==> src/rtl/axi_mem_master_if.sv <==
// AXI4 bus bundle between axi_mem_master and an AXI memory slave.
// Carries the five channels (AW, W, B, AR, R) with a 64-bit data path and
// 32-bit addresses. The id width is set by ID_WIDTH.
// Modports:
//   master - drives AW/W/AR payload and valids, bready, rready
//   slave  - drives awready, wready, B channel, arready, R channel
interface axi_mem_master_if #(
  parameter int ID_WIDTH = 1
);
  logic [ID_WIDTH-1:0] awid;
  logic [31:0]         awaddr;
  logic [7:0]          awlen;
  logic [2:0]          awsize;
  logic [1:0]          awburst;
  logic                awvalid;
  logic                awready;

  logic [63:0]         wdata;
  logic [7:0]          wstrb;
  logic                wlast;
  logic                wvalid;
  logic                wready;

  logic [ID_WIDTH-1:0] bid;
  logic [1:0]          bresp;
  logic                bvalid;
  logic                bready;

  logic [ID_WIDTH-1:0] arid;
  logic [31:0]         araddr;
  logic [7:0]          arlen;
  logic [2:0]          arsize;
  logic [1:0]          arburst;
  logic                arvalid;
  logic                arready;

  logic [ID_WIDTH-1:0] rid;
  logic [63:0]         rdata;
  logic [1:0]          rresp;
  logic                rlast;
  logic                rvalid;
  logic                rready;

  modport master (
    output awid, awaddr, awlen, awsize, awburst, awvalid,
    input  awready,
    output wdata, wstrb, wlast, wvalid,
    input  wready,
    input  bid, bresp, bvalid,
    output bready,
    output arid, araddr, arlen, arsize, arburst, arvalid,
    input  arready,
    input  rid, rdata, rresp, rlast, rvalid,
    output rready
  );

  modport slave (
    input  awid, awaddr, awlen, awsize, awburst, awvalid,
    output awready,
    input  wdata, wstrb, wlast, wvalid,
    output wready,
    output bid, bresp, bvalid,
    input  bready,
    input  arid, araddr, arlen, arsize, arburst, arvalid,
    output arready,
    output rid, rdata, rresp, rlast, rvalid,
    input  rready
  );
endinterface

==> src/rtl/axi_mem_master.sv <==
// AXI4 initiator: converts one request (addr, beats-1, rd/wr) into a single
// 64-bit INCR burst. One transaction in flight; read and write beats stream
// straight through between the local valid/ready ports and the AXI bus.
// Ports:
//   clk, rst                 clock, synchronous active-high reset
//   i_req_*/o_req_ready      request handshake (we, addr, len=beats-1)
//   i_wd_*/o_wd_ready        write beat stream into the W channel
//   o_rd_*/i_rd_ready        read beat stream out of the R channel
//   o_done, o_err            completion pulse and its error flag
//   axi                      AXI4 master side (axi_mem_master_if.master)
//
// state | meaning
// IDLE  | ready for a request; 4KB-crossing requests complete here with error
// AR    | read address offered, waiting for arready
// R     | read beats passing through until the rlast handshake
// AW_W  | write address offered (until accepted) while W beats pass through
// B     | address and all W beats done, waiting for bvalid
module axi_mem_master #(
  parameter int ID_WIDTH = 1,
  parameter int AXI_ID   = 0
) (
  input  logic        clk,
  input  logic        rst,
  input  logic        i_req_valid,
  output logic        o_req_ready,
  input  logic        i_req_we,
  input  logic [31:0] i_req_addr,
  input  logic [7:0]  i_req_len,
  input  logic [63:0] i_wd_data,
  input  logic [7:0]  i_wd_strb,
  input  logic        i_wd_valid,
  output logic        o_wd_ready,
  output logic [63:0] o_rd_data,
  output logic        o_rd_last,
  output logic        o_rd_valid,
  input  logic        i_rd_ready,
  output logic        o_done,
  output logic        o_err,
  axi_mem_master_if.master axi
);
  localparam logic [ID_WIDTH-1:0] ID_VAL = ID_WIDTH'(AXI_ID);

  typedef enum logic [2:0] {S_IDLE, S_AR, S_R, S_AW_W, S_B} state_t;
  state_t state_q, state_d;

  logic [28:0] addr_q;
  logic [7:0]  len_q;
  logic [7:0]  cnt_q;
  logic        aw_done_q;
  logic        w_done_q;
  logic        err_q;
  logic        done_q;

  logic        accept;
  logic        cross_4k;
  logic [9:0]  end_beat;
  logic        r_hs, w_hs, w_last_hs, aw_hs, b_hs;
  logic        r_err, b_err;
  logic        unused_addr_lsb;

  assign unused_addr_lsb = ^i_req_addr[2:0];

  assign accept   = i_req_valid && (state_q == S_IDLE);
  // Index of the last beat within the 4KB page; past 511 the burst would wrap the page.
  assign end_beat = {1'b0, i_req_addr[11:3]} + {2'b00, i_req_len};
  assign cross_4k = end_beat > 10'd511;

  assign r_hs      = (state_q == S_R) && axi.rvalid && i_rd_ready;
  assign w_hs      = (state_q == S_AW_W) && !w_done_q && i_wd_valid && axi.wready;
  assign w_last_hs = w_hs && (cnt_q == len_q);
  assign aw_hs     = (state_q == S_AW_W) && !aw_done_q && axi.awready;
  assign b_hs      = (state_q == S_B) && axi.bvalid;

  // rlast must coincide exactly with the final expected beat.
  assign r_err = (axi.rresp != 2'b00) || (axi.rid != ID_VAL) || (axi.rlast != (cnt_q == len_q));
  assign b_err = (axi.bresp != 2'b00) || (axi.bid != ID_VAL);

  always_ff @(posedge clk) begin
    if (rst) state_q <= S_IDLE;
    else     state_q <= state_d;
  end

  always_comb begin
    state_d = state_q;
    unique case (state_q)
      S_IDLE: if (accept && !cross_4k) state_d = i_req_we ? S_AW_W : S_AR;
      S_AR:   if (axi.arready) state_d = S_R;
      S_R:    if (r_hs && axi.rlast) state_d = S_IDLE;
      S_AW_W: if ((aw_done_q || aw_hs) && (w_done_q || w_last_hs)) state_d = S_B;
      S_B:    if (axi.bvalid) state_d = S_IDLE;
      default: state_d = S_IDLE;
    endcase
  end

  always_comb begin
    o_req_ready = (state_q == S_IDLE);
    axi.arvalid = (state_q == S_AR);
    axi.awvalid = (state_q == S_AW_W) && !aw_done_q;
    axi.wvalid  = (state_q == S_AW_W) && !w_done_q && i_wd_valid;
    o_wd_ready  = (state_q == S_AW_W) && !w_done_q && axi.wready;
    axi.bready  = (state_q == S_B);
    axi.rready  = (state_q == S_R) && i_rd_ready;
    o_rd_valid  = (state_q == S_R) && axi.rvalid;
  end

  always_ff @(posedge clk) begin
    if (rst) begin
      addr_q    <= '0;
      len_q     <= '0;
      cnt_q     <= '0;
      aw_done_q <= 1'b0;
      w_done_q  <= 1'b0;
      err_q     <= 1'b0;
      done_q    <= 1'b0;
    end else begin
      done_q <= (accept && cross_4k) || (r_hs && axi.rlast) || b_hs;
      if (accept) begin
        addr_q    <= i_req_addr[31:3];
        len_q     <= i_req_len;
        cnt_q     <= '0;
        aw_done_q <= 1'b0;
        w_done_q  <= 1'b0;
        err_q     <= cross_4k;
      end else begin
        if (r_hs || w_hs) cnt_q <= cnt_q + 8'd1;
        if (aw_hs) aw_done_q <= 1'b1;
        if (w_last_hs) w_done_q <= 1'b1;
        if ((r_hs && r_err) || (b_hs && b_err)) err_q <= 1'b1;
      end
    end
  end

  assign axi.awid    = ID_VAL;
  assign axi.awaddr  = {addr_q, 3'b000};
  assign axi.awlen   = len_q;
  assign axi.awsize  = 3'b011;
  assign axi.awburst = 2'b01;
  assign axi.wdata   = i_wd_data;
  assign axi.wstrb   = i_wd_strb;
  assign axi.wlast   = (cnt_q == len_q);
  assign axi.arid    = ID_VAL;
  assign axi.araddr  = {addr_q, 3'b000};
  assign axi.arlen   = len_q;
  assign axi.arsize  = 3'b011;
  assign axi.arburst = 2'b01;

  assign o_rd_data = axi.rdata;
  assign o_rd_last = axi.rlast;
  assign o_done    = done_q;
  // err_q still holds the finished transaction's status during the done cycle,
  // even if a new request is accepted in that same cycle.
  assign o_err     = done_q && err_q;
endmodule
==> src/flat_wrapper.sv <==
// flat-port wrapper written by rule: the top's interface ports become plain ports
module axi_mem_master_flat 
#(
  parameter int ID_WIDTH = 1,
  parameter int AXI_ID   = 0
)
  (clk, rst, i_req_valid, o_req_ready, i_req_we, i_req_addr, i_req_len, i_wd_data, i_wd_strb, i_wd_valid, o_wd_ready, o_rd_data, o_rd_last, o_rd_valid, i_rd_ready, o_done, o_err, axi_awid, axi_awaddr, axi_awlen, axi_awsize, axi_awburst, axi_awvalid, axi_awready, axi_wdata, axi_wstrb, axi_wlast, axi_wvalid, axi_wready, axi_bid, axi_bresp, axi_bvalid, axi_bready, axi_arid, axi_araddr, axi_arlen, axi_arsize, axi_arburst, axi_arvalid, axi_arready, axi_rid, axi_rdata, axi_rresp, axi_rlast, axi_rvalid, axi_rready);
  axi_mem_master_if #(.ID_WIDTH(ID_WIDTH)) axi_i ();
  input  logic clk;
  input  logic rst;
  input  logic i_req_valid;
  output logic o_req_ready;
  input  logic i_req_we;
  input  logic [31:0] i_req_addr;
  input  logic [7:0] i_req_len;
  input  logic [63:0] i_wd_data;
  input  logic [7:0] i_wd_strb;
  input  logic i_wd_valid;
  output logic o_wd_ready;
  output logic [63:0] o_rd_data;
  output logic o_rd_last;
  output logic o_rd_valid;
  input  logic i_rd_ready;
  output logic o_done;
  output logic o_err;
  output wire logic [$bits(axi_i.awid)-1:0] axi_awid;
  output wire logic [$bits(axi_i.awaddr)-1:0] axi_awaddr;
  output wire logic [$bits(axi_i.awlen)-1:0] axi_awlen;
  output wire logic [$bits(axi_i.awsize)-1:0] axi_awsize;
  output wire logic [$bits(axi_i.awburst)-1:0] axi_awburst;
  output wire logic [$bits(axi_i.awvalid)-1:0] axi_awvalid;
  input wire logic [$bits(axi_i.awready)-1:0] axi_awready;
  output wire logic [$bits(axi_i.wdata)-1:0] axi_wdata;
  output wire logic [$bits(axi_i.wstrb)-1:0] axi_wstrb;
  output wire logic [$bits(axi_i.wlast)-1:0] axi_wlast;
  output wire logic [$bits(axi_i.wvalid)-1:0] axi_wvalid;
  input wire logic [$bits(axi_i.wready)-1:0] axi_wready;
  input wire logic [$bits(axi_i.bid)-1:0] axi_bid;
  input wire logic [$bits(axi_i.bresp)-1:0] axi_bresp;
  input wire logic [$bits(axi_i.bvalid)-1:0] axi_bvalid;
  output wire logic [$bits(axi_i.bready)-1:0] axi_bready;
  output wire logic [$bits(axi_i.arid)-1:0] axi_arid;
  output wire logic [$bits(axi_i.araddr)-1:0] axi_araddr;
  output wire logic [$bits(axi_i.arlen)-1:0] axi_arlen;
  output wire logic [$bits(axi_i.arsize)-1:0] axi_arsize;
  output wire logic [$bits(axi_i.arburst)-1:0] axi_arburst;
  output wire logic [$bits(axi_i.arvalid)-1:0] axi_arvalid;
  input wire logic [$bits(axi_i.arready)-1:0] axi_arready;
  input wire logic [$bits(axi_i.rid)-1:0] axi_rid;
  input wire logic [$bits(axi_i.rdata)-1:0] axi_rdata;
  input wire logic [$bits(axi_i.rresp)-1:0] axi_rresp;
  input wire logic [$bits(axi_i.rlast)-1:0] axi_rlast;
  input wire logic [$bits(axi_i.rvalid)-1:0] axi_rvalid;
  output wire logic [$bits(axi_i.rready)-1:0] axi_rready;
  assign axi_awid = axi_i.awid;
  assign axi_awaddr = axi_i.awaddr;
  assign axi_awlen = axi_i.awlen;
  assign axi_awsize = axi_i.awsize;
  assign axi_awburst = axi_i.awburst;
  assign axi_awvalid = axi_i.awvalid;
  assign axi_i.awready = axi_awready;
  assign axi_wdata = axi_i.wdata;
  assign axi_wstrb = axi_i.wstrb;
  assign axi_wlast = axi_i.wlast;
  assign axi_wvalid = axi_i.wvalid;
  assign axi_i.wready = axi_wready;
  assign axi_i.bid = axi_bid;
  assign axi_i.bresp = axi_bresp;
  assign axi_i.bvalid = axi_bvalid;
  assign axi_bready = axi_i.bready;
  assign axi_arid = axi_i.arid;
  assign axi_araddr = axi_i.araddr;
  assign axi_arlen = axi_i.arlen;
  assign axi_arsize = axi_i.arsize;
  assign axi_arburst = axi_i.arburst;
  assign axi_arvalid = axi_i.arvalid;
  assign axi_i.arready = axi_arready;
  assign axi_i.rid = axi_rid;
  assign axi_i.rdata = axi_rdata;
  assign axi_i.rresp = axi_rresp;
  assign axi_i.rlast = axi_rlast;
  assign axi_i.rvalid = axi_rvalid;
  assign axi_rready = axi_i.rready;
  axi_mem_master #(.ID_WIDTH(ID_WIDTH), .AXI_ID(AXI_ID)) u_core (.clk(clk), .rst(rst), .i_req_valid(i_req_valid), .o_req_ready(o_req_ready), .i_req_we(i_req_we), .i_req_addr(i_req_addr), .i_req_len(i_req_len), .i_wd_data(i_wd_data), .i_wd_strb(i_wd_strb), .i_wd_valid(i_wd_valid), .o_wd_ready(o_wd_ready), .o_rd_data(o_rd_data), .o_rd_last(o_rd_last), .o_rd_valid(o_rd_valid), .i_rd_ready(i_rd_ready), .o_done(o_done), .o_err(o_err), .axi(axi_i));
endmodule
==> config.mk <==
export PLATFORM = sky130hd
export DESIGN_NAME = axi_mem_master_flat
export DESIGN_NICKNAME = d
export VERILOG_FILES = /design/src/rtl/axi_mem_master_if.sv /design/src/rtl/axi_mem_master.sv /design/src/flat_wrapper.sv
export SDC_FILE = /design/constraint.sdc
export NUM_CORES = 1
export LEC_CHECK = 0
export ABC_CLOCK_PERIOD_IN_PS = 2180
export CAP_MARGIN = 25
export CORE_AREA = 2 2 171 173
export CTS_CLUSTER_SIZE = 16
export DETAILED_ROUTE_END_ITERATION = 10
export DIE_AREA = 0 0 173 175
export GPL_ROUTABILITY_DRIVEN = 0
export PLACE_DENSITY = 0.5
export SLEW_MARGIN = 10
export SYNTH_ARGS = -nofsm -noshare
export SYNTH_HDL_FRONTEND = slang
export SYNTH_SLANG_ARGS = --single-unit
export TNS_END_PERCENT = 100
==> constraint.sdc <==
create_clock -name clk -period 2.18 [get_ports clk]
set_input_delay 0.218 -clock clk [delete_from_list [all_inputs] [get_ports clk]]
set_output_delay 0.218 -clock clk [all_outputs]
set_load 0.005 [all_outputs]
Word level (Yosys, flattened, before mapping) --
Cells that the tools add are included.
Word-level totals: register bits 52, output and inout bits 240
Operators by class: add/subtract/negate cells 2, $lt $le $gt $ge 1, equal/unequal tests 11, muxes and demuxes 9, reduce and logical (&&, ||, !) cells 37
Operators by type and width (number):
- $logic_and A1 B1 Y1 | 19
- $mux W3 | 5
- $pmux W3 S5 | 1
- $add A9 B8 Y10 | 1
- $gt A10 B9 Y1 const B | 1
- $logic_or A1 B1 Y1 | 9
- $add A8 B1 Y8 const B | 1
- $eq A8 B8 Y1 | 1
- $eq A3 B2 Y1 const B | 2
- $ne A2 B2 Y1 const B | 3
- $reduce_bool A2 Y1 | 3
- $reduce_and A5 Y1 | 1
- $ne A2 B1 Y1 const B | 2
- $eq A3 B1 Y1 const B | 1
- $eq A3 B3 Y1 const B | 1
- $logic_not A1 Y1 | 3
- $logic_not A3 Y1 | 1
- $mux W1 | 2
- $mux W2 | 1
- $reduce_or A2 Y1 | 1
- $ne A1 B1 Y1 | 1

Logic depth before layout (Yosys ltp) --
word-level depth 9, depth in mapped cells 7, mapped depth without buffers 7

Worst setup path after synthesis --
Ideal clock, no wire load.
path type input -> register, from input i_req_addr[7], to register u_core.state_q[0], setup time 115 ps, arrival 1549 ps, data required time 2065 ps, slack 516 ps, stages on the path 7, path through ha_1 o21ai_0 a21oi_1 a211oi_1 o41a_4 and3_4 o21ba_1
Between the ends: cells in the longest elaborated chain, start to end 6
Ends and longest elaborated chain:
- start: declaration | RTL line flat_wrapper.sv:14 | input logic [31:0] i_req_addr;
- $add A9 B8 Y10 | RTL line axi_mem_master.sv:65 | assign end_beat = {1'b0, i_req_addr[11:3]} + {2'b00, i_req_len};
- $gt A10 B9 Y1 | RTL line axi_mem_master.sv:66 | assign cross_4k = end_beat > 10'd511;
- $logic_not A1 Y1 | RTL line axi_mem_master.sv:86 | S_IDLE: if (accept && !cross_4k) state_d = i_req_we ? S_AW_W : S_AR;
- $logic_and A1 B1 Y1 | RTL line axi_mem_master.sv:86
- $ne A2 B1 Y1 (no source line)
- $reduce_and A5 Y1 (no source line)
- end signal: assignment | RTL line axi_mem_master.sv:80 | else state_q <= state_d;
- end: declaration | RTL line axi_mem_master.sv:44 | state_t state_q, state_d;
No other way between the ends. A chain may end at the register's enable or synchronous reset.

Worst setup path in the final report --
from input i_req_addr[3], to register u_core.state_q[0]
Same word-level chain as after synthesis.

==> results_dict.tcl <==
set metrics [dict create \
    tns_ns 0 \
    crit_chain "clkdlybuf4s50_1, ha_2, a21oi_1, o21ai_1, buf_4, a211oi_1, buf_4, o41a_4, and3_4, o21ba_1" \
    initial_core_util_pct 13.6 \
    criticalPathCategory "in -> reg" \
    hold_violations 0 \
    grt_pass1_wl_um 18300 \
    root_buffer "clkbuf_16" \
    power_mw 3.97 \
    status "finished clean" \
    core_um2 28400 \
    fin_nets 668 \
    hp-class "in -> reg" \
    clkSinkCount 52 \
    fp.dieH_um 175 \
    cp_slowest_stage_delay_ns 0.51 \
    fin_area_um2 4660 \
    synth_warnings 0 \
    syn_area_per_cell_um2 7.95 \
    area_growth_pct 20.8 \
    drtIter0Drc 115 \
    first_pass_iters 4 \
    drtAntennaViolNets 0 \
    die_x_um 173 \
    netlist_area_um2 3850 \
    yosys.area.top_type "buf_4" \
    met3_usage_pct 3.59 \
    seq_area_frac_synth_pct 27.0 \
    p_leak_nw 1.69 \
    cts_buffers 5 \
    clkTransAtPathRegs_ns 0.08 \
    clock_skew_ns 0.00446 \
    r2r_slack_ns 0.30 \
    max_freq_mhz 475 \
    grt_util_met1_pct 8.73 \
    synth.distinct_cells 46 \
    antenna_found_initial 0 \
    cts_tree "done" \
    num_rows 62 \
    synth_seq_cells 52 \
    overflow 0 \
    cp-end-kind "flop" \
    ys.flop_type "dfxtp_1" \
    worst_path_max_delay_cell "clkdlybuf4s50_1" \
    port_buffers 140 \
    worstSkewPairLatency_ns 0.30 \
    vias 2829 \
    peakVddDrop_uv 364 \
    yosysTopAreaCellShare_pct 38.0 \
    relSlewSlack_pct 63.9 \
    grt_max_degree 40 \
    grtUsageMet2_pct 13.1 \
    cap_viol_max_count 0 \
    synthArstFlopShare_pct 0 \
    rsz0062_at_grt "no" \
    grt.busiest_layer "met2" \
    crit_fanout 5 \
    wire_per_inst_um 14.9 \
    period_needed_ns 2.11 \
    drive_above_1_share_pct 11.8 \
    htreeDepth 2 \
    hold_slack_ns 0.159 \
    grt.total_usage_pct 8.12 \
    hpwl_um 9960 \
    timing.final.ws_setup_ns 0.0744 \
    n_antenna_cell 0 \
    power_density_nw_per_um2 852 \
    routed_wl_um 12700 \
    final-setup-viol-count 0 \
    grt_pass1_vias 2833 \
    post-route-period-util_pct 96.6 \
    drv_slew 0 \
    drc_errors 0 \
    cp-start-kind "input pin" \
    routed_via_density 3.33 \
    pre_cts_slack_ns -0.362 \
    synth_edf_count 0 \
    die_area_um2 30300 \
    required_ns 2.38 \
    post_dp_cell_area_um2 4470 \
    clock_path_buffers 2 \
    cts_hold_buf 0 \
    arrival_ns 2.30 \
    worstMarginPinSlew_ns 0.541 \
    critPathMostFrequentCell "buf_4" \
    postSynthCellCount 485 \
    netlist_top_cells_area "buf_4, dfxtp_1, nand2_1, a21oi_1, ha_1" \
    ioPinCount 434 \
]
-- stage by stage --
stage               std cells  utilization, %
finish                    850            16.4
floorplan                 501               -
detailed placement        841            15.7
CTS                       849            16.3
global placement          841            15.7
global route              850            16.4
-- path summary, 6_finish.rpt --
kind | from | end | cells past startpoint
worst max-delay path | i_req_addr[3] | u_core.state_q[0] | 10
worst min-delay path | rst | u_core.state_q[2] | 2
worst max register to register | u_core.state_q[2] | u_core.state_q[0] | 6
worst min register to register | u_core.addr_q[16] | u_core.addr_q[16] | 2
-- registers in the layout, indices dropped and copies added, names as in the netlist --
| register | count |
|---|---|
| u_core.addr_q | 29 |
| u_core.axi.arlen | 8 |
| u_core.cnt_q | 8 |
| u_core.state_q | 3 |
| u_core.aw_done_q | 1 |
| u_core.err_q | 1 |
| u_core.o_done | 1 |
| u_core.w_done_q | 1 |
-- worst max-delay path, delay by kind of cell --
kind,cells,cell delay [ns]
AO/OA/AOI/OAI,5,0.89
buffers and inverters,3,0.80
adder cells (fa/ha/maj),1,0.20
AND/OR/NAND/NOR,1,0.20
-- power breakdown --
group | leakage (nW) | internal, mW | switching [mW]
logic | 1.19 | 0.995 | 0.800
registers | 0.426 | 1.11 | 0.181
clock network | 0.0772 | 0.462 | 0.420
total | 1.69 | 2.57 | 1.40
-- area by class of cell --
type                    instances  area, um^2
inverters                       4        15.0
flip-flops and latches         52        1040
multi-input cells             235        1340
clock buffers                   6         139
repair buffers                167        1620
well taps                     384         480
clock inverters                 2        13.8
fillers                      3231       23700
-- cells by family (layout without fill, tap and decap cells) --
group,after synthesis,after routing,share of synthesized area [%]
multiplexers,1,1,0.260
flip-flops,52,52,27.0
AO/OA/AOI/OAI,62,62,10.2
buffers and inverters,214,179,40.2
other,2,18,0.195
XOR/XNOR,16,16,3.64
AND/OR/NAND/NOR,129,129,15.6
adder cells (fa/ha/maj),9,9,2.92
-- per-layer routing --
metal,vias to the layer above,wire [um]
met3,66,1280
li1,1315,-
met1,1258,4830
met4,0,745
met2,190,5790
met5,-,0
-- repair_timing --
item,4_1_cts,5_1_grt
resized for setup,2,9
pin swaps,1,3
setup buffers,0,1
endpoints found under the setup margin,4,7
-- cell usage after synthesis, types with 2 or more instances --
library cell / n
buf_2: 5
ha_1: 9
nor2b_1: 2
nand4_1: 5
nor3b_1: 4
nor2_1: 16
clkbuf_1: 7
nand2b_1: 2
nor2_2: 4
dfxtp_1: 52
nand2_1: 79
buf_4: 195
inv_1: 4
a211oi_1: 4
and2_1: 4
conb_1: 2
nor3_1: 4
o21ai_0: 3
xor2_1: 5
xnor2_1: 11
a21oi_1: 43
-- cell usage in the layout (no fill, tap or decap), types with 2 or more instances in the layout --
cell,Yosys,layout
a211oi_1,4,4
a21oi_1,43,43
and2_1,4,3
buf_4,195,26
clkbuf_16,0,5
clkdlybuf4s50_1,0,135
conb_1,2,18
dfxtp_1,52,50
dfxtp_2,0,2
dlymetal6s2s_1,0,4
ha_1,9,8
inv_1,4,4
nand2_1,79,78
nand2b_1,2,2
nand4_1,5,5
nor2_1,16,16
nor2_2,4,4
nor2b_1,2,2
nor3_1,4,3
nor3b_1,4,4
o21ai_1,0,2
xnor2_1,11,11
xor2_1,5,5
Power figures use the tool's default switching activity.
